$ cat src/rtl/uart_tx_frame.sv
// UART transmitter: baud divider, configurable data/parity/stop framing and a
// one-entry holding register so frames can run back to back with no idle gap.
module uart_tx_frame #(
  parameter int unsigned CLK_DIV   = 868,
  parameter int unsigned DATA_BITS = 8,
  parameter int unsigned PARITY    = 0,
  parameter int unsigned STOP_BITS = 1
) (
  input  logic                 clk,
  input  logic                 reset,
  input  logic [DATA_BITS-1:0] tx_data,
  input  logic                 tx_valid,
  output logic                 tx_ready,
  output logic                 tx_out,
  output logic                 tx_busy,
  output logic                 tx_done
);

  localparam int unsigned CNT_W = (CLK_DIV > 1) ? $clog2(CLK_DIV) : 1;
  localparam int unsigned IDX_W = (DATA_BITS > 1) ? $clog2(DATA_BITS) : 1;

  if ((DATA_BITS < 5) || (DATA_BITS > 9) || (STOP_BITS < 1) || (STOP_BITS > 2) ||
      (PARITY > 2) || (CLK_DIV < 2)) begin : g_param_check
    $error("uart_tx_frame: illegal parameter combination");
  end

  typedef enum logic [2:0] {
    S_IDLE  = 3'd0,
    S_START = 3'd1,
    S_DATA  = 3'd2,
    S_PAR   = 3'd3,
    S_STOP  = 3'd4
  } state_e;

  state_e               state_q;
  logic [CNT_W-1:0]     cnt_q;
  logic [IDX_W-1:0]     idx_q;
  logic                 stop_idx_q;
  logic [DATA_BITS-1:0] hold_q;
  logic [DATA_BITS-1:0] shift_q;
  logic                 hold_full_q;
  logic                 par_q;
  logic                 tx_out_q;
  logic                 tx_busy_q;
  logic                 tx_done_q;

  logic bit_tick;
  logic last_stop;
  logic frame_end;
  logic load;
  logic accept;

  assign bit_tick  = (cnt_q == CNT_W'(CLK_DIV - 1));
  assign last_stop = (stop_idx_q == 1'(STOP_BITS - 1));
  assign frame_end = (state_q == S_STOP) && bit_tick && last_stop;
  // Held word moves to the shifter from idle or straight off the last stop tick.
  assign load      = hold_full_q && ((state_q == S_IDLE) || frame_end);
  assign accept    = tx_valid && !hold_full_q;

  always_ff @(posedge clk) begin
    if (reset) begin
      state_q     <= S_IDLE;
      cnt_q       <= '0;
      idx_q       <= '0;
      stop_idx_q  <= 1'b0;
      hold_q      <= '0;
      shift_q     <= '0;
      hold_full_q <= 1'b0;
      par_q       <= 1'b0;
      tx_out_q    <= 1'b1;
      tx_busy_q   <= 1'b0;
      tx_done_q   <= 1'b0;
    end else begin
      tx_done_q <= frame_end;

      if ((state_q == S_IDLE) || bit_tick) begin
        cnt_q <= '0;
      end else begin
        cnt_q <= cnt_q + 1'b1;
      end

      if (accept) begin
        hold_q      <= tx_data;
        hold_full_q <= 1'b1;
      end

      if (load) begin
        state_q     <= S_START;
        shift_q     <= hold_q;
        par_q       <= (^hold_q) ^ (PARITY == 2);
        hold_full_q <= 1'b0;
        tx_out_q    <= 1'b0;
        tx_busy_q   <= 1'b1;
      end else begin
        case (state_q)
          S_IDLE: begin
            tx_out_q  <= 1'b1;
            tx_busy_q <= 1'b0;
          end
          S_START: begin
            if (bit_tick) begin
              state_q  <= S_DATA;
              tx_out_q <= shift_q[0];
              shift_q  <= shift_q >> 1;
              idx_q    <= '0;
            end
          end
          S_DATA: begin
            if (bit_tick) begin
              if (idx_q == IDX_W'(DATA_BITS - 1)) begin
                if (PARITY != 0) begin
                  state_q  <= S_PAR;
                  tx_out_q <= par_q;
                end else begin
                  state_q    <= S_STOP;
                  tx_out_q   <= 1'b1;
                  stop_idx_q <= 1'b0;
                end
              end else begin
                tx_out_q <= shift_q[0];
                shift_q  <= shift_q >> 1;
                idx_q    <= idx_q + 1'b1;
              end
            end
          end
          S_PAR: begin
            if (bit_tick) begin
              state_q    <= S_STOP;
              tx_out_q   <= 1'b1;
              stop_idx_q <= 1'b0;
            end
          end
          S_STOP: begin
            if (bit_tick) begin
              if (last_stop) begin
                state_q   <= S_IDLE;
                tx_out_q  <= 1'b1;
                tx_busy_q <= 1'b0;
              end else begin
                stop_idx_q <= 1'b1;
              end
            end
          end
          default: begin
            state_q   <= S_IDLE;
            tx_out_q  <= 1'b1;
            tx_busy_q <= 1'b0;
          end
        endcase
      end
    end
  end

  assign tx_ready = ~hold_full_q;
  assign tx_out   = tx_out_q;
  assign tx_busy  = tx_busy_q;
  assign tx_done  = tx_done_q;

endmodule

$ cat config.mk
export PLATFORM = sky130hd
export DESIGN_NAME = uart_tx_frame
export DESIGN_NICKNAME = d
export VERILOG_FILES = /design/src/rtl/uart_tx_frame.sv
export SDC_FILE = /design/constraint.sdc
export NUM_CORES = 1
export LEC_CHECK = 0
export BUFFER_PORTS_ARGS = -buffer_cell sky130_fd_sc_hd__buf_2
export CAP_MARGIN = 40
export CORE_ASPECT_RATIO = 0.9
export CORE_UTILIZATION = 61
export CTS_CLUSTER_DIAMETER = 200
export CTS_CLUSTER_SIZE = 24
export DETAILED_ROUTE_END_ITERATION = 8
export PLACE_DENSITY = 0.84
export SKIP_CTS_REPAIR_TIMING = 1
export SLEW_MARGIN = 25
export SYNTH_ARGS = -nofsm -noshare
export SYNTH_HDL_FRONTEND = slang
export SYNTH_SLANG_ARGS = --single-unit
$ cat constraint.sdc
create_clock -name clk -period 3.7 [get_ports clk]
set_clock_uncertainty 0.1 [all_clocks]
set_input_delay 1.11 -clock clk [delete_from_list [all_inputs] [get_ports clk]]
set_output_delay 1.11 -clock clk [all_outputs]
set_load 0.01 [all_outputs]
Yosys cells after proc, flatten, opt, wreduce, memory -nomap -nowiden
Cells that the tools add are included. Widths: inputs -> output; s select.

Muxes and demuxes: 35. $add $sub $neg: 2. Equality and inequality tests: 22. Reductions and logical operators: 21. Bitwise gates (word level): 4.

Operators by type and width (number): $mux 8 (4); $mux 3 (9); $ne 3x3->1 const B (7); $mux 1 (16); $ne 2x2->1 const B (8); $pmux 8 s2 (1); $pmux 3 s5 (1); $reduce_and 7->1 (2); $add 10x1->10 const B (1); $eq 10x10->1 const B (1); $reduce_and 5->1 (2); $eq 3x2->1 const B (2); $eq 3x3->1 const B (2); $pmux 3 s2 (1); $reduce_and 6->1 (1); $reduce_bool 3->1 (2); $logic_and 1x1->1 (4); $not 1->1 (4); $pmux 1 s4 (1); $reduce_and 4->1 (1); $reduce_or 2->1 (2); $add 3x1->3 const B (1); $eq 3x1->1 const B (1); $logic_not 3->1 (1); 8 further kinds (9).

Input port bits: 11. Logic and storage cells: 95. Bits in registers: 37. Output and inout port bits: 4.

Logic depth before layout (Yosys ltp)
Gate-level depths: netlist (run 1).

Depth after elaboration: 7. Depth in mapped cells: 6. Mapped depth without buffers: 6.

Least setup slack after synthesis (run 1)
Ideal clock, no wire load.

Kind: in2reg. From: in tx_valid. To: reg hold_q[0]. Setup slack: 1.623 ns. Path buffers: 1. Stages on the path: 4. Setup time: 0.128 ns. Arrival: 1.850 ns. Required time: 3.472 ns. Cell sequence: nor2b_1 > clkbuf_1 > mux2i_1 > nor2_1.

Cells in the longest elaborated chain, start to end: 1.

Ends and longest elaborated chain: from (decl) (line 12) `input logic tx_valid,`; $logic_and 1x1->1 (line 58) `assign accept = tx_valid && !hold_full_q;`; to (signal assigned) (line 83) `hold_q <= tx_data;`; to (decl) (line 39) `logic [DATA_BITS-1:0] hold_q;`.

No other way between the ends. A chain may end at the register's enable or synchronous reset.

Final worst setup path (run 1)
From: reg cnt_q[0]. To: reg state_q[1].

Cells in the longest elaborated chain, start to end: 6. Elaborated cells between the ends (all ways): 11. Those cells by class: eq/ne (5); reduce/logical (6).

Ends and longest elaborated chain: from (decl) (line 36) `logic [CNT_W-1:0] cnt_q;`; from (signal assigned) (line 79) `cnt_q <= cnt_q + 1'b1;`; $eq 10x10->1 * (line 53) `assign bit_tick = (cnt_q == CNT_W'(CLK_DIV - 1));`; $logic_and 1x1->1 (2 in a row) (line 55) `assign frame_end = (state_q == S_STOP) && bit_tick && last_stop;`; $logic_or 1x1->1 (line 57) `assign load = hold_full_q && ((state_q == S_IDLE) || frame_end);`; $logic_and 1x1->1 (line 57); $reduce_or 2->1 (no line); to (signal assigned) (line 62) `state_q <= S_IDLE;`; to (signal assigned) (line 88) `state_q <= S_START;`; to (signal assigned) (line 102) `state_q <= S_DATA;`; to (decl) (line 35) `state_e state_q;`.

Mark *: on every way between the ends. The rest lies on a longest branch, timed or not.

==> impl_metrics.prom, run 1 <==
# TYPE chip_impl_metric gauge
chip_impl_metric{name="power.internal",unit="W"} 0.000516
chip_impl_metric{name="design.core.area",unit="µm²"} 2470
chip_impl_metric{name="critical_path.max_fanout",unit=""} 9
chip_impl_metric{name="hold_viol_final",unit=""} 0
chip_impl_metric{name="die_w",unit="µm"} 56.0
chip_impl_metric{name="dr_total_vias",unit=""} 1349
chip_impl_metric{name="die_area",unit="µm²"} 2830
chip_impl_metric{name="start_util",unit="%"} 64.9
chip_impl_metric{name="power_frac_comb",unit="%"} 9.3
chip_impl_metric{name="fin_crit_sh",unit="%"} 61.1
chip_impl_metric{name="min_delay_path_depth",unit=""} 1
chip_impl_metric{name="syn_avg_cell_area",unit="µm²"} 9.04
chip_impl_info{name="cell_breakdown_of_the_critical_path",value="ha_1 -> or3b_4 -> nor3_2 -> nand3_1 -> a2111oi_1"} 1
chip_impl_metric{name="drv_slew",unit=""} 0
chip_impl_metric{name="cts.sinks",unit=""} 36
chip_impl_info{name="min_delay_worst_type",value="reg -> reg"} 1
chip_impl_metric{name="gr_overflow_total",unit=""} 0
chip_impl_info{name="worstSetupEndpointType",value="flip-flop"} 1
chip_impl_metric{name="dpl-instance-area",unit="µm²"} 1670
chip_impl_metric{name="fill_cells",unit=""} 192
chip_impl_metric{name="critPathRequiredTime",unit="ns"} 3.81
chip_impl_metric{name="first_global_vias",unit=""} 1189
chip_impl_metric{name="io_pins",unit=""} 15
chip_impl_info{name="timing.rr.end",value="state_q[1]$_SDFFE_PP0P_"} 1
chip_impl_metric{name="post_synth_edffs",unit=""} 0
chip_impl_metric{name="placement_rows",unit=""} 17
chip_impl_metric{name="antenna_found_initial",unit=""} 0
chip_impl_metric{name="clk_pin_slew",unit="ns"} 0.11
chip_impl_info{name="layout.cells.most_common_list",value="sky130_fd_sc_hd__dfxtp_1 (36), sky130_fd_sc_hd__nor2_1 (28), sky130_fd_sc_hd__nand2_1 (15)"} 1
chip_impl_metric{name="tritoncts.num_buffers",unit=""} 5
chip_impl_metric{name="grt_pass1_wl",unit="µm"} 5380
chip_impl_info{name="synth_ff_type",value="sky130_fd_sc_hd__dfxtp_1"} 1
chip_impl_metric{name="arrival_time_of_data_at_the_critical_path_endpoint",unit="ns"} 2.37
chip_impl_metric{name="setup_viol",unit=""} 0
chip_impl_metric{name="reg2reg_slack",unit="ns"} 1.44
chip_impl_metric{name="cp.buffers_inverters",unit=""} 0
chip_impl_metric{name="cts_max_path_buffers",unit=""} 2
chip_impl_metric{name="swShare",unit="%"} 25.5
chip_impl_metric{name="netlist_area_pre_place",unit="µm²"} 1600
chip_impl_info{name="worst-setup-path-type",value="reg -> reg"} 1
chip_impl_metric{name="clock_insertion_delay_worst_skew",unit="ns"} 0.33
chip_impl_metric{name="finalNetCount",unit=""} 205
chip_impl_metric{name="last_weighted_congestion_value_of_the_routability_driven_placer",unit=""} 0.817
chip_impl_info{name="commonest_non_fill_non_tap_cell_in_the_layout",value="sky130_fd_sc_hd__dfxtp_1"} 1
chip_impl_info{name="synth.top_cells.by_area",value="sky130_fd_sc_hd__dfxtp_1 (45%), sky130_fd_sc_hd__nor2_1 (6.6%), sky130_fd_sc_hd__mux2i_1 (5.0%)"} 1
chip_impl_info{name="hold_path_end",value="cnt_q[0]$_SDFF_PP0_"} 1
chip_impl_metric{name="drt_iter0_markers",unit=""} 61
chip_impl_metric{name="postLayoutCellArea",unit="µm²"} 1740
chip_impl_info{name="critPathTopFamily",value="simple AND/OR/NAND/NOR gates"} 1
chip_impl_metric{name="drtAntennaViolNets",unit=""} 0
chip_impl_metric{name="yosys.cell_types.count",unit=""} 38
chip_impl_info{name="clk_root_buffer_cell",value="sky130_fd_sc_hd__clkbuf_4"} 1
chip_impl_info{name="tritoncts",value="yes"} 1
chip_impl_metric{name="power_share_of_the_clock_group",unit="%"} 31.4
chip_impl_metric{name="io_buffers",unit=""} 14
chip_impl_metric{name="worst-r2r-cell-count",unit=""} 5
chip_impl_info{name="startpoint_of_the_tightest_hold_check_path",value="cnt_q[0]$_SDFF_PP0_"} 1
chip_impl_metric{name="syn_inst",unit=""} 177
chip_impl_metric{name="gr-usage-all-layers",unit="%"} 24.7
chip_impl_metric{name="cap_violations",unit=""} 0
chip_impl_metric{name="seqPwrFrac",unit="%"} 59.3
chip_impl_metric{name="fraction_of_post_synthesis_cell_area_in_the_top_cell_type_by_area",unit="%"} 45.0
chip_impl_metric{name="detail_route.vias_per_cell",unit=""} 6.13
chip_impl_metric{name="drt_drc_violations_left",unit=""} 0
chip_impl_metric{name="max_clock_freq",unit="GHz"} 0.442
chip_impl_metric{name="fin_hold_ws",unit="ns"} 0.371
chip_impl_metric{name="finalCoreUtilization",unit="%"} 70.4
chip_impl_metric{name="dp.final_hpwl",unit="µm"} 2250
chip_impl_metric{name="fin_tns_setup",unit="ns"} 0
chip_impl_metric{name="crit_path_max_incr_delay",unit="ns"} 0.45
chip_impl_metric{name="maxSlewHeadroom",unit="%"} 49.6
chip_impl_metric{name="areaGrowthSynthToFinish",unit="%"} 8.52
chip_impl_metric{name="routedWlPerCell",unit="µm"} 14.6
chip_impl_metric{name="synth_sequential_area_ratio",unit="%"} 45.0
chip_impl_metric{name="ctsHtreeMaxLevel",unit=""} 2
chip_impl_metric{name="ys_seq_elements",unit=""} 36
chip_impl_info{name="cp_slowest_cell",value="sky130_fd_sc_hd__nor3_2"} 1
chip_impl_metric{name="dieHeight",unit="µm"} 50.6
chip_impl_metric{name="antenna_cells_inserted",unit=""} 0
chip_impl_metric{name="max-vdd-ir-drop",unit="µV"} 315
chip_impl_metric{name="synth-warning-count",unit=""} 0
chip_impl_info{name="yosys.area.top_type",value="sky130_fd_sc_hd__dfxtp_1"} 1
chip_impl_metric{name="grt_max_degree",unit=""} 21
chip_impl_metric{name="leakagePower",unit="nW"} 0.614
chip_impl_info{name="critical_path.startpoint_type",value="flip-flop"} 1
chip_impl_metric{name="max_slew.worst_pin.slew",unit="ns"} 0.749
chip_impl_info{name="outcome",value="completed"} 1
chip_impl_metric{name="layout-drive-gt1-share",unit="%"} 16.1
chip_impl_metric{name="syn-num-nets",unit=""} 191
chip_impl_metric{name="totalWireLength",unit="µm"} 3200
chip_impl_info{name="crit-reg2reg-launch",value="cnt_q[0]$_SDFF_PP0_"} 1
chip_impl_metric{name="synthArstFlopShare",unit="%"} 0
chip_impl_metric{name="final_period_minus_worst_setup_slack",unit="ns"} 2.26
chip_impl_metric{name="power.density",unit="nW/µm²"} 399
chip_impl_info{name="grt_setup_unrepaired",value="false"} 1
chip_impl_metric{name="power_switching",unit="W"} 0.000176
chip_impl_metric{name="drtPass1Iterations",unit=""} 4
[synth_stat cells, types with 2 or more instances]
master and number:
sky130_fd_sc_hd__dfxtp_1 36, sky130_fd_sc_hd__nor2_1 28, sky130_fd_sc_hd__nand2_1 15, sky130_fd_sc_hd__nand4_1 9
sky130_fd_sc_hd__mux2i_1 8, sky130_fd_sc_hd__o221ai_1 8, sky130_fd_sc_hd__clkbuf_1 7, sky130_fd_sc_hd__inv_1 7
sky130_fd_sc_hd__nand3_1 7, sky130_fd_sc_hd__xnor2_1 7, sky130_fd_sc_hd__a21oi_1 5, sky130_fd_sc_hd__o21ai_0 5
sky130_fd_sc_hd__ha_1 3, sky130_fd_sc_hd__nor3_1 3, sky130_fd_sc_hd__a31oi_1 2, sky130_fd_sc_hd__nor2b_1 2
sky130_fd_sc_hd__nor3_2 2, sky130_fd_sc_hd__nor4_1 2, sky130_fd_sc_hd__xor2_1 2
[per-stage QoR]
step                      total power (W)  std cells  worst slack [ns]
after CTS                        0.000695        219              1.45
after global routing             0.000719        220              1.35
after detailed placement         0.000482        211              1.15
final                            0.000693        220              1.44
after floorplan                  0.000463        177              1.62
after global placement           0.000479        211              1.26
[power groups by stage]
| stage | sequential, W | clock (W) | combinational [W] |
|---|---|---|---|
| floorplan | 0.000416 | 0 | 0.0000475 |
| global placement | 0.000419 | 0 | 0.0000602 |
| detailed placement | 0.000419 | 0 | 0.0000628 |
| CTS | 0.000411 | 0.000222 | 0.0000631 |
| global route | 0.000413 | 0.000235 | 0.0000714 |
| finish | 0.000411 | 0.000218 | 0.0000644 |
[worst max path at each step]
| stage | slack, ns | from | endpoint | cells past startpoint |
|---|---|---|---|---|
| after global placement | 1.26 | tx_valid | hold_q[5]$_SDFFE_PP0P_ | 4 |
| final | 1.44 | cnt_q[0]$_SDFF_PP0_ | state_q[1]$_SDFFE_PP0P_ | 5 |
| after floorplan | 1.62 | tx_valid | hold_q[0]$_SDFFE_PP0P_ | 4 |
| after CTS | 1.45 | cnt_q[0]$_SDFF_PP0_ | state_q[1]$_SDFFE_PP0P_ | 5 |
| after global routing | 1.35 | cnt_q[0]$_SDFF_PP0_ | state_q[1]$_SDFFE_PP0P_ | 5 |
| after detailed placement | 1.15 | tx_valid | hold_q[7]$_SDFFE_PP0P_ | 5 |
[registers in the layout, indices dropped and copies added, names as in the netlist]
name,flops
cnt_q,10
hold_full_q,1
hold_q,8
idx_q,3
shift_q,8
state_q,3
tx_busy,1
tx_done,1
tx_out,1
[layer usage]
layer,share of wire (%),GRT usage (%)
met1,49,33.3
met3,4.1,5.93
met2,45,36.9
met4,1.6,12.6
met5,0,0
[worst register-to-register path, cell delays in order (launching register included)]
cell	delay [ns]
sky130_fd_sc_hd__dfxtp_1	0.39
sky130_fd_sc_hd__ha_1	0.21
sky130_fd_sc_hd__or3b_4	0.42
sky130_fd_sc_hd__nor3_2	0.45
sky130_fd_sc_hd__nand3_1	0.15
sky130_fd_sc_hd__a2111oi_1	0.42
[cell type report]
cell class	count	area, µm²	share of cell area [%]
repair buffers	15	77.6	4.47
multi-input cells	126	816	47.0
well taps	28	35.0	2.02
flip-flops and latches	36	721	41.5
inverters	7	26.3	1.51
clock inverters	2	10.0	0.576
clock buffers	6	51.3	2.95
[kinds of logic after synthesis]
| kind of cell | count (synthesis) | synth area share [%] |
|---|---|---|
| fa+ha+maj | 3 | 2.35 |
| buf+inv | 15 | 3.99 |
| simple gates | 76 | 23.6 |
| compound gates | 30 | 15.1 |
| mux | 8 | 5.00 |
| xor+xnor | 9 | 4.93 |
| flops | 36 | 45.0 |
Note: power is estimated with default switching activity, not from simulation.
==> inputs of run 2 (changes only) <==
--- a/config.mk
+++ b/config.mk
@@ -5,14 +5,15 @@
 export SDC_FILE = /design/constraint.sdc
 export NUM_CORES = 1
 export LEC_CHECK = 0
+export ABC_AREA = 1
 export BUFFER_PORTS_ARGS = -buffer_cell sky130_fd_sc_hd__buf_2
 export CAP_MARGIN = 40
 export CORE_ASPECT_RATIO = 0.9
-export CORE_UTILIZATION = 61
+export CORE_UTILIZATION = 57
 export CTS_CLUSTER_DIAMETER = 200
 export CTS_CLUSTER_SIZE = 24
 export DETAILED_ROUTE_END_ITERATION = 8
-export PLACE_DENSITY = 0.84
+export PLACE_DENSITY = 0.79
 export SKIP_CTS_REPAIR_TIMING = 1
 export SLEW_MARGIN = 25
 export SYNTH_ARGS = -nofsm -noshare
==> constraint.sdc (replaced) <==
create_clock -name clk -period 2.1 [get_ports clk]
set_clock_uncertainty 0.1 [all_clocks]
set_input_delay 0.63 -clock clk [delete_from_list [all_inputs] [get_ports clk]]
set_output_delay 0.63 -clock clk [all_outputs]
set_load 0.01 [all_outputs]
==> run 2 against run 1 <==
Sequential power rose by 79%. Combinational power is 110% higher. Synthesized area is 0.23% higher. Die area is 7.0% higher. Flip-flop and latch count is the same. Final area grew 0.79%. Critical endpoint is now tx_ready. Largest cell class unchanged.
==> impl_metrics.prom, run 2 <==
# TYPE chip_impl_metric gauge
chip_impl_info{name="outcome",value="completed"} 1
chip_impl_metric{name="antenna_cells_inserted",unit=""} 0
chip_impl_info{name="layout.cells.most_common_list",value="sky130_fd_sc_hd__dfxtp_1 (36), sky130_fd_sc_hd__nand2_1 (30), sky130_fd_sc_hd__nor2_1 (27)"} 1
chip_impl_info{name="synth_ff_type",value="sky130_fd_sc_hd__dfxtp_1"} 1
chip_impl_metric{name="start_util",unit="%"} 62.8
chip_impl_info{name="cell_breakdown_of_the_critical_path",value="inv_1 -> buf_2"} 1
chip_impl_metric{name="drtPass1Iterations",unit=""} 4
chip_impl_metric{name="clk_pin_slew",unit="ns"} 0.10
chip_impl_metric{name="syn_inst",unit=""} 210
chip_impl_metric{name="first_global_vias",unit=""} 1237
chip_impl_metric{name="tritoncts.num_buffers",unit=""} 5
chip_impl_info{name="cp_slowest_cell",value="sky130_fd_sc_hd__dfxtp_1"} 1
chip_impl_metric{name="io_pins",unit=""} 15
chip_impl_metric{name="routedWlPerCell",unit="µm"} 11.9
chip_impl_metric{name="drtAntennaViolNets",unit=""} 0
chip_impl_metric{name="placement_rows",unit=""} 17
chip_impl_metric{name="final_period_minus_worst_setup_slack",unit="ns"} 1.88
chip_impl_metric{name="drv_slew",unit=""} 0
chip_impl_info{name="tritoncts",value="yes"} 1
chip_impl_info{name="grt_setup_unrepaired",value="false"} 1
chip_impl_info{name="synth_common_cells",value="sky130_fd_sc_hd__dfxtp_1 (36), sky130_fd_sc_hd__nand2_1 (30), sky130_fd_sc_hd__nor2_1 (27)"} 1
chip_impl_metric{name="power.density",unit="nW/µm²"} 720
chip_impl_info{name="largest-register",value="cnt_q"} 1
chip_impl_metric{name="cap_violations",unit=""} 0
chip_impl_metric{name="netlist_area_pre_place",unit="µm²"} 1600
chip_impl_metric{name="die_area",unit="µm²"} 3030
chip_impl_metric{name="postLayoutCellArea",unit="µm²"} 1750
chip_impl_metric{name="dp.final_hpwl",unit="µm"} 2220
chip_impl_metric{name="cts.sinks",unit=""} 36
chip_impl_metric{name="die_w",unit="µm"} 57.9
chip_impl_metric{name="areaGrowthSynthToFinish",unit="%"} 9.13
chip_impl_metric{name="maxSlewHeadroom",unit="%"} 72.0
chip_impl_metric{name="layout-drive-gt1-share",unit="%"} 21.5
chip_impl_metric{name="dieHeight",unit="µm"} 52.3
chip_impl_metric{name="fin_crit_sh",unit="%"} 89.7
chip_impl_metric{name="io_buffers",unit=""} 14
chip_impl_info{name="worst-setup-path-type",value="reg -> out"} 1
chip_impl_metric{name="ctsHtreeMaxLevel",unit=""} 2
chip_impl_metric{name="design.core.area",unit="µm²"} 2550
chip_impl_info{name="critical_path.startpoint_type",value="flip-flop"} 1
chip_impl_metric{name="critPathRequiredTime",unit="ns"} 1.37
chip_impl_metric{name="post_synth_edffs",unit=""} 0
chip_impl_metric{name="dp_worst_setup_slack",unit="ns"} 0.190
chip_impl_metric{name="syn_avg_cell_area",unit="µm²"} 7.64
chip_impl_metric{name="max-vdd-ir-drop",unit="µV"} 584
chip_impl_info{name="critPathTopFamily",value="flip-flops"} 1
chip_impl_metric{name="arrival_time_of_data_at_the_critical_path_endpoint",unit="ns"} 1.15
chip_impl_info{name="synth.top_cells.by_area",value="sky130_fd_sc_hd__dfxtp_1 (45%), sky130_fd_sc_hd__nand3_1 (7.5%), sky130_fd_sc_hd__nand2_1 (7.0%)"} 1
chip_impl_metric{name="synth_sequential_area_ratio",unit="%"} 44.9
chip_impl_info{name="reg.largest.list",value="cnt_q: 10 flops, hold_q: 8 flops, shift_q: 8 flops"} 1
chip_impl_metric{name="antenna_found_initial",unit=""} 0
chip_impl_metric{name="ys_seq_elements",unit=""} 36
chip_impl_metric{name="drt_iter0_markers",unit=""} 43
chip_impl_metric{name="dr_total_vias",unit=""} 1364
chip_impl_info{name="min_delay_worst_type",value="reg -> reg"} 1
chip_impl_metric{name="max_slew.worst_pin.slew",unit="ns"} 0.419
chip_impl_metric{name="hold_viol_final",unit=""} 0
chip_impl_metric{name="synth-warning-count",unit=""} 0
chip_impl_metric{name="critical_path.max_fanout",unit=""} 11
chip_impl_metric{name="yosys.cell_types.count",unit=""} 32
chip_impl_metric{name="gr-usage-all-layers",unit="%"} 23.5
chip_impl_info{name="clk_root_buffer_cell",value="sky130_fd_sc_hd__clkbuf_4"} 1
chip_impl_info{name="commonest_non_fill_non_tap_cell_in_the_layout",value="sky130_fd_sc_hd__dfxtp_1"} 1
chip_impl_metric{name="crit_path_max_incr_delay",unit="ns"} 0.55
chip_impl_metric{name="clock_insertion_delay_worst_skew",unit="ns"} 0.35
chip_impl_metric{name="setup_viol",unit=""} 0
chip_impl_metric{name="finalNetCount",unit=""} 241
chip_impl_metric{name="max_clock_freq",unit="GHz"} 0.531
chip_impl_metric{name="post-route-worst-setup-slack",unit="ns"} 0.217
chip_impl_metric{name="grt_max_degree",unit=""} 13
chip_impl_metric{name="dpl-instance-area",unit="µm²"} 1690
chip_impl_metric{name="last_weighted_congestion_value_of_the_routability_driven_placer",unit=""} 0.826
chip_impl_info{name="worstSetupEndpointType",value="primary output"} 1
chip_impl_metric{name="detail_route.vias_per_cell",unit=""} 5.33
chip_impl_metric{name="cts_max_path_buffers",unit=""} 2
chip_impl_metric{name="leakagePower",unit="nW"} 0.757
chip_impl_info{name="synth.most_common_cell",value="sky130_fd_sc_hd__dfxtp_1"} 1
chip_impl_metric{name="synthArstFlopShare",unit="%"} 0
chip_impl_metric{name="cp.buffers_inverters",unit=""} 2
chip_impl_metric{name="fraction_of_post_synthesis_cell_area_in_the_top_cell_type_by_area",unit="%"} 44.9
chip_impl_metric{name="totalWireLength",unit="µm"} 3050
chip_impl_metric{name="grt_pass1_wl",unit="µm"} 5200
chip_impl_metric{name="drt_drc_violations_left",unit=""} 0
chip_impl_info{name="yosys.area.top_type",value="sky130_fd_sc_hd__dfxtp_1"} 1
chip_impl_metric{name="syn-num-nets",unit=""} 224
chip_impl_metric{name="gr_overflow_total",unit=""} 0
chip_impl_metric{name="finalCoreUtilization",unit="%"} 68.6
chip_impl_metric{name="largest_register_ffs",unit=""} 10
chip_impl_metric{name="fin_tns_setup",unit="ns"} 0
==> run 2: changes by cell type after synthesis, moves of 10 or more <==
cell / before / now
sky130_fd_sc_hd__nand2_1: 15 / 30
sky130_fd_sc_hd__inv_1: 7 / 19
sky130_fd_sc_hd__a21oi_1: 5 / 15
sky130_fd_sc_hd__nand3_1: 7 / 24
==> run 2: path summary, 6_finish.rpt <==
| path | startpoint | to | slack, ns | cells past startpoint |
|---|---|---|---|---|
| max | hold_full_q$_SDFFE_PP0P_ | tx_ready | 0.22 | 2 |
| min | cnt_q[0]$_SDFF_PP0_ | cnt_q[0]$_SDFF_PP0_ | 0.38 | 1 |
| max reg2reg | cnt_q[0]$_SDFF_PP0_ | shift_q[6]$_SDFFE_PP0P_ | 0.22 | 11 |
| min reg2reg | cnt_q[0]$_SDFF_PP0_ | cnt_q[0]$_SDFF_PP0_ | 0.38 | 1 |
==> run 2: cell type report <==
| type | instances | area [µm²] |
|---|---|---|
| well taps | 28 | 35.0 |
| clock buffers | 7 | 55.1 |
| repair buffers | 16 | 85.1 |
| multi-input cells | 142 | 747 |
| flip-flops and latches | 36 | 721 |
| clock inverters | 1 | 7.51 |
| inverters | 26 | 100 |
| fillers | 224 | 802 |
==> run 2: per-layer routing <==
layer  routed length, µm  vias to the layer above  global-route usage, %  share of wire, %
met5                   0                        -                      0                 0
met4                  80                        0                   13.9               2.6
met3                 178                        8                   9.14               5.8
met2                1390                       44                   35.8                46
met1                1400                      591                   28.0                46
li1                    -                      721                      -                 -
==> run 2: cell families (layout without fill, tap and decap cells) <==
kind of cell | count (synthesis) | in the layout | share of synthesized area [%]
and+or+nand+nor | 102 | 102 | 30.2
buffers and inverters | 32 | 50 | 8.50
adders and majority gates | 3 | 3 | 2.34
AOI/OAI and AO/OA | 37 | 37 | 14.0
DFF | 36 | 36 | 44.9
==> run 2: report_power, final <==
part           switching [W]  total, W  internal, W
clock network       0.000224  0.000388     0.000164
logic              0.0000867  0.000137    0.0000501
registers          0.0000225  0.000736     0.000713
==> run 2: stage by stage <==
step           hold slack (ns)  total power (W)  std cells
2_1_floorplan            0.330         0.000848        210
3_3_place_gp             0.341         0.000881        248
3_5_place_dp             0.365         0.000886        248
4_1_cts                  0.384          0.00127        256
5_1_grt                  0.398          0.00132        256
6_report                 0.383          0.00126        256
==> inputs of run 3 (changes only) <==
--- a/config.mk
+++ b/config.mk
@@ -9,11 +9,12 @@
 export BUFFER_PORTS_ARGS = -buffer_cell sky130_fd_sc_hd__buf_2
 export CAP_MARGIN = 40
 export CORE_ASPECT_RATIO = 0.9
-export CORE_UTILIZATION = 57
+export CORE_UTILIZATION = 60
+export CTS_BUF_LIST = sky130_fd_sc_hd__clkbuf_4
 export CTS_CLUSTER_DIAMETER = 200
 export CTS_CLUSTER_SIZE = 24
 export DETAILED_ROUTE_END_ITERATION = 8
-export PLACE_DENSITY = 0.79
+export PLACE_DENSITY = 0.83
 export SKIP_CTS_REPAIR_TIMING = 1
 export SLEW_MARGIN = 25
 export SYNTH_ARGS = -nofsm -noshare
==> run 3 against run 2 <==
Routed wire length grew 7.2%. Non-clock buffer count is the same. Worst setup slack lost 0.028 ns. Clock-buffer cell count shrank 2. Final area shrank 0.64%. First-iteration DRC count grew 12%. Sequential share of layout area grew 0.27 points. Utilization grew 1.3 points. Flip-flop and latch count is the same. Critical path type is now reg -> reg. Largest cell class unchanged.
==> impl_metrics.prom, run 3 (synthesis gave the netlist of run 2 again) <==
# TYPE chip_impl_metric gauge
chip_impl_info{name="outcome",value="completed"} 1
chip_impl_metric{name="post_route_insts_no_fill",unit=""} 256
chip_impl_metric{name="cts_max_path_buffers",unit=""} 2
chip_impl_info{name="min_delay_worst_type",value="reg -> reg"} 1
chip_impl_info{name="clk_root_buffer_cell",value="sky130_fd_sc_hd__clkbuf_4"} 1
chip_impl_metric{name="swShare",unit="%"} 27.9
chip_impl_metric{name="areaGrowthSynthToFinish",unit="%"} 8.42
chip_impl_metric{name="tritoncts.num_buffers",unit=""} 5
chip_impl_metric{name="drtPass1Iterations",unit=""} 4
chip_impl_info{name="grt_setup_unrepaired",value="false"} 1
chip_impl_metric{name="dp.final_hpwl",unit="µm"} 2400
chip_impl_metric{name="sequential_cell_area",unit="µm²"} 721
chip_impl_metric{name="finalNetCount",unit=""} 241
chip_impl_metric{name="power.internal",unit="W"} 0.000886
chip_impl_info{name="tritoncts",value="yes"} 1
chip_impl_metric{name="first_global_vias",unit=""} 1343
chip_impl_metric{name="fill_cells",unit=""} 205
chip_impl_metric{name="maxSlewHeadroom",unit="%"} 71.8
chip_impl_metric{name="ctsHtreeMaxLevel",unit=""} 2
chip_impl_info{name="worstSetupEndpointType",value="flip-flop"} 1
chip_impl_metric{name="routedWlPerCell",unit="µm"} 12.8
chip_impl_metric{name="antenna_cells_inserted",unit=""} 0
chip_impl_metric{name="layout-drive-gt1-share",unit="%"} 21.5
chip_impl_metric{name="grt_pass1_wl",unit="µm"} 5620
chip_impl_metric{name="seqPwrFrac",unit="%"} 59.9
chip_impl_metric{name="post-route-worst-setup-slack",unit="ns"} 0.189
chip_impl_info{name="worst-setup-path-type",value="reg -> reg"} 1
chip_impl_metric{name="gr-usage-all-layers",unit="%"} 25.2
chip_impl_metric{name="power_share_of_the_clock_group",unit="%"} 28.8
chip_impl_metric{name="placed_cells",unit=""} 248
chip_impl_metric{name="dr_total_vias",unit=""} 1432
chip_impl_metric{name="power_switching",unit="W"} 0.000343
chip_impl_metric{name="arrival_time_of_data_at_the_critical_path_endpoint",unit="ns"} 2.08
chip_impl_metric{name="largest_register_ffs",unit=""} 10
chip_impl_metric{name="start_util",unit="%"} 64.5
chip_impl_metric{name="io_buffers",unit=""} 14
chip_impl_metric{name="gr_overflow_total",unit=""} 0
chip_impl_metric{name="setup_viol",unit=""} 0
chip_impl_metric{name="cap_violations",unit=""} 0
chip_impl_metric{name="die_area",unit="µm²"} 2880
chip_impl_metric{name="detail_route.vias_per_cell",unit=""} 5.59
chip_impl_info{name="reg.largest.list",value="cnt_q: 10 flops, hold_q: 8 flops, shift_q: 8 flops"} 1
chip_impl_metric{name="cts.sinks",unit=""} 36
chip_impl_metric{name="dieHeight",unit="µm"} 51.1
chip_impl_metric{name="critical_path.max_fanout",unit=""} 11
chip_impl_info{name="largest-register",value="cnt_q"} 1
chip_impl_metric{name="antenna_found_initial",unit=""} 0
chip_impl_metric{name="multi_input_comb_area",unit="µm²"} 747
chip_impl_metric{name="totalWireLength",unit="µm"} 3270
chip_impl_metric{name="leakagePower",unit="nW"} 0.758
chip_impl_metric{name="drt_iter0_markers",unit=""} 48
chip_impl_metric{name="critPathRequiredTime",unit="ns"} 2.27
chip_impl_info{name="critical_path.startpoint_type",value="flip-flop"} 1
chip_impl_metric{name="final_period_minus_worst_setup_slack",unit="ns"} 1.91
chip_impl_metric{name="hold_viol_final",unit=""} 0
chip_impl_metric{name="drt_drc_violations_left",unit=""} 0
chip_impl_metric{name="power.density",unit="nW/µm²"} 707
chip_impl_info{name="layout.cells.most_common_list",value="sky130_fd_sc_hd__dfxtp_1 (36), sky130_fd_sc_hd__nand2_1 (30), sky130_fd_sc_hd__nor2_1 (27)"} 1
chip_impl_metric{name="dp_worst_setup_slack",unit="ns"} 0.198
chip_impl_metric{name="drtAntennaViolNets",unit=""} 0
chip_impl_metric{name="finalCoreUtilization",unit="%"} 69.9
chip_impl_metric{name="fin_crit_sh",unit="%"} 91.0
chip_impl_metric{name="max-vdd-ir-drop",unit="µV"} 587
chip_impl_metric{name="grt_max_degree",unit=""} 13
chip_impl_metric{name="clk_pin_slew",unit="ns"} 0.11
chip_impl_metric{name="drv_slew",unit=""} 0
chip_impl_metric{name="die_w",unit="µm"} 56.5
chip_impl_metric{name="placement_rows",unit=""} 17
chip_impl_metric{name="clock_insertion_delay_worst_skew",unit="ns"} 0.33
chip_impl_metric{name="max_slew.worst_pin.slew",unit="ns"} 0.422
chip_impl_info{name="commonest_non_fill_non_tap_cell_in_the_layout",value="sky130_fd_sc_hd__dfxtp_1"} 1
chip_impl_metric{name="design.core.area",unit="µm²"} 2490
chip_impl_metric{name="io_pins",unit=""} 15
chip_impl_metric{name="last_weighted_congestion_value_of_the_routability_driven_placer",unit=""} 0.818
chip_impl_metric{name="fin_tns_setup",unit="ns"} 0
chip_impl_metric{name="max_clock_freq",unit="GHz"} 0.523
chip_impl_metric{name="power_frac_comb",unit="%"} 11.3
[run 3: changes by cell type in the layout (fill, tap and decap cells not counted), sizes merged]
| cell | previous run | this run |
|---|---|---|
| clkinv | 0 | 3 |
| clkbuf | 7 | 5 |
| clkinvlp | 1 | 0 |
[run 3: per-stage QoR]
stage	hold slack [ns]	area, µm²	power (W)
detailed placement	0.353	1690	0.000889
CTS	0.387	1740	0.00123
global placement	0.342	1690	0.000880
floorplan	0.330	1600	0.000848
finish	0.384	1740	0.00123
global route	0.394	1740	0.00128
[run 3: cell type report]
| type | instances | share of cell area [%] |
|---|---|---|
| well taps | 28 | 2.01 |
| inverters | 26 | 5.76 |
| multi-input cells | 142 | 42.9 |
| clock inverters | 3 | 0.791 |
| clock buffers | 5 | 2.16 |
| repair buffers | 16 | 4.89 |
| flip-flops and latches | 36 | 41.4 |
[run 3: path summary, 6_finish.rpt]
kind / startpoint / end / slack, ns / cells past startpoint
max: cnt_q[0]$_SDFF_PP0_ / shift_q[6]$_SDFFE_PP0P_ / 0.19 / 11
min: tx_busy$_SDFFE_PP0P_ / tx_busy$_SDFFE_PP0P_ / 0.38 / 2
max reg2reg: cnt_q[0]$_SDFF_PP0_ / shift_q[6]$_SDFFE_PP0P_ / 0.19 / 11
min reg2reg: tx_busy$_SDFFE_PP0P_ / tx_busy$_SDFFE_PP0P_ / 0.38 / 2
[run 3: layer usage]
layer	GRT usage, %	part of all wire, %
met1	30.2	46
met2	42.4	47
met3	6.08	5.2
met4	12.6	1.7
met5	0	0
[run 3: power groups by stage]
| stage | logic (W) | registers, W | clock network [W] |
|---|---|---|---|
| after global placement | 0.000130 | 0.000750 | 0 |
| after global routing | 0.000155 | 0.000741 | 0.000384 |
| final | 0.000139 | 0.000736 | 0.000354 |
| after floorplan | 0.000103 | 0.000745 | 0 |
| after detailed placement | 0.000137 | 0.000751 | 0 |
| after CTS | 0.000138 | 0.000736 | 0.000359 |
[run 3: worst max-delay path, cell delays in order (launching register included)]
cell                      delay (ns)
sky130_fd_sc_hd__dfxtp_1        0.39
sky130_fd_sc_hd__ha_1           0.20
sky130_fd_sc_hd__nand2_1        0.10
sky130_fd_sc_hd__nor2_2         0.12
sky130_fd_sc_hd__nand2_1        0.11
sky130_fd_sc_hd__inv_2          0.07
sky130_fd_sc_hd__nand2_1        0.25
sky130_fd_sc_hd__inv_4          0.21
sky130_fd_sc_hd__nand2_1        0.07
sky130_fd_sc_hd__nand2_1        0.06
sky130_fd_sc_hd__inv_1          0.04
sky130_fd_sc_hd__a21oi_1        0.12
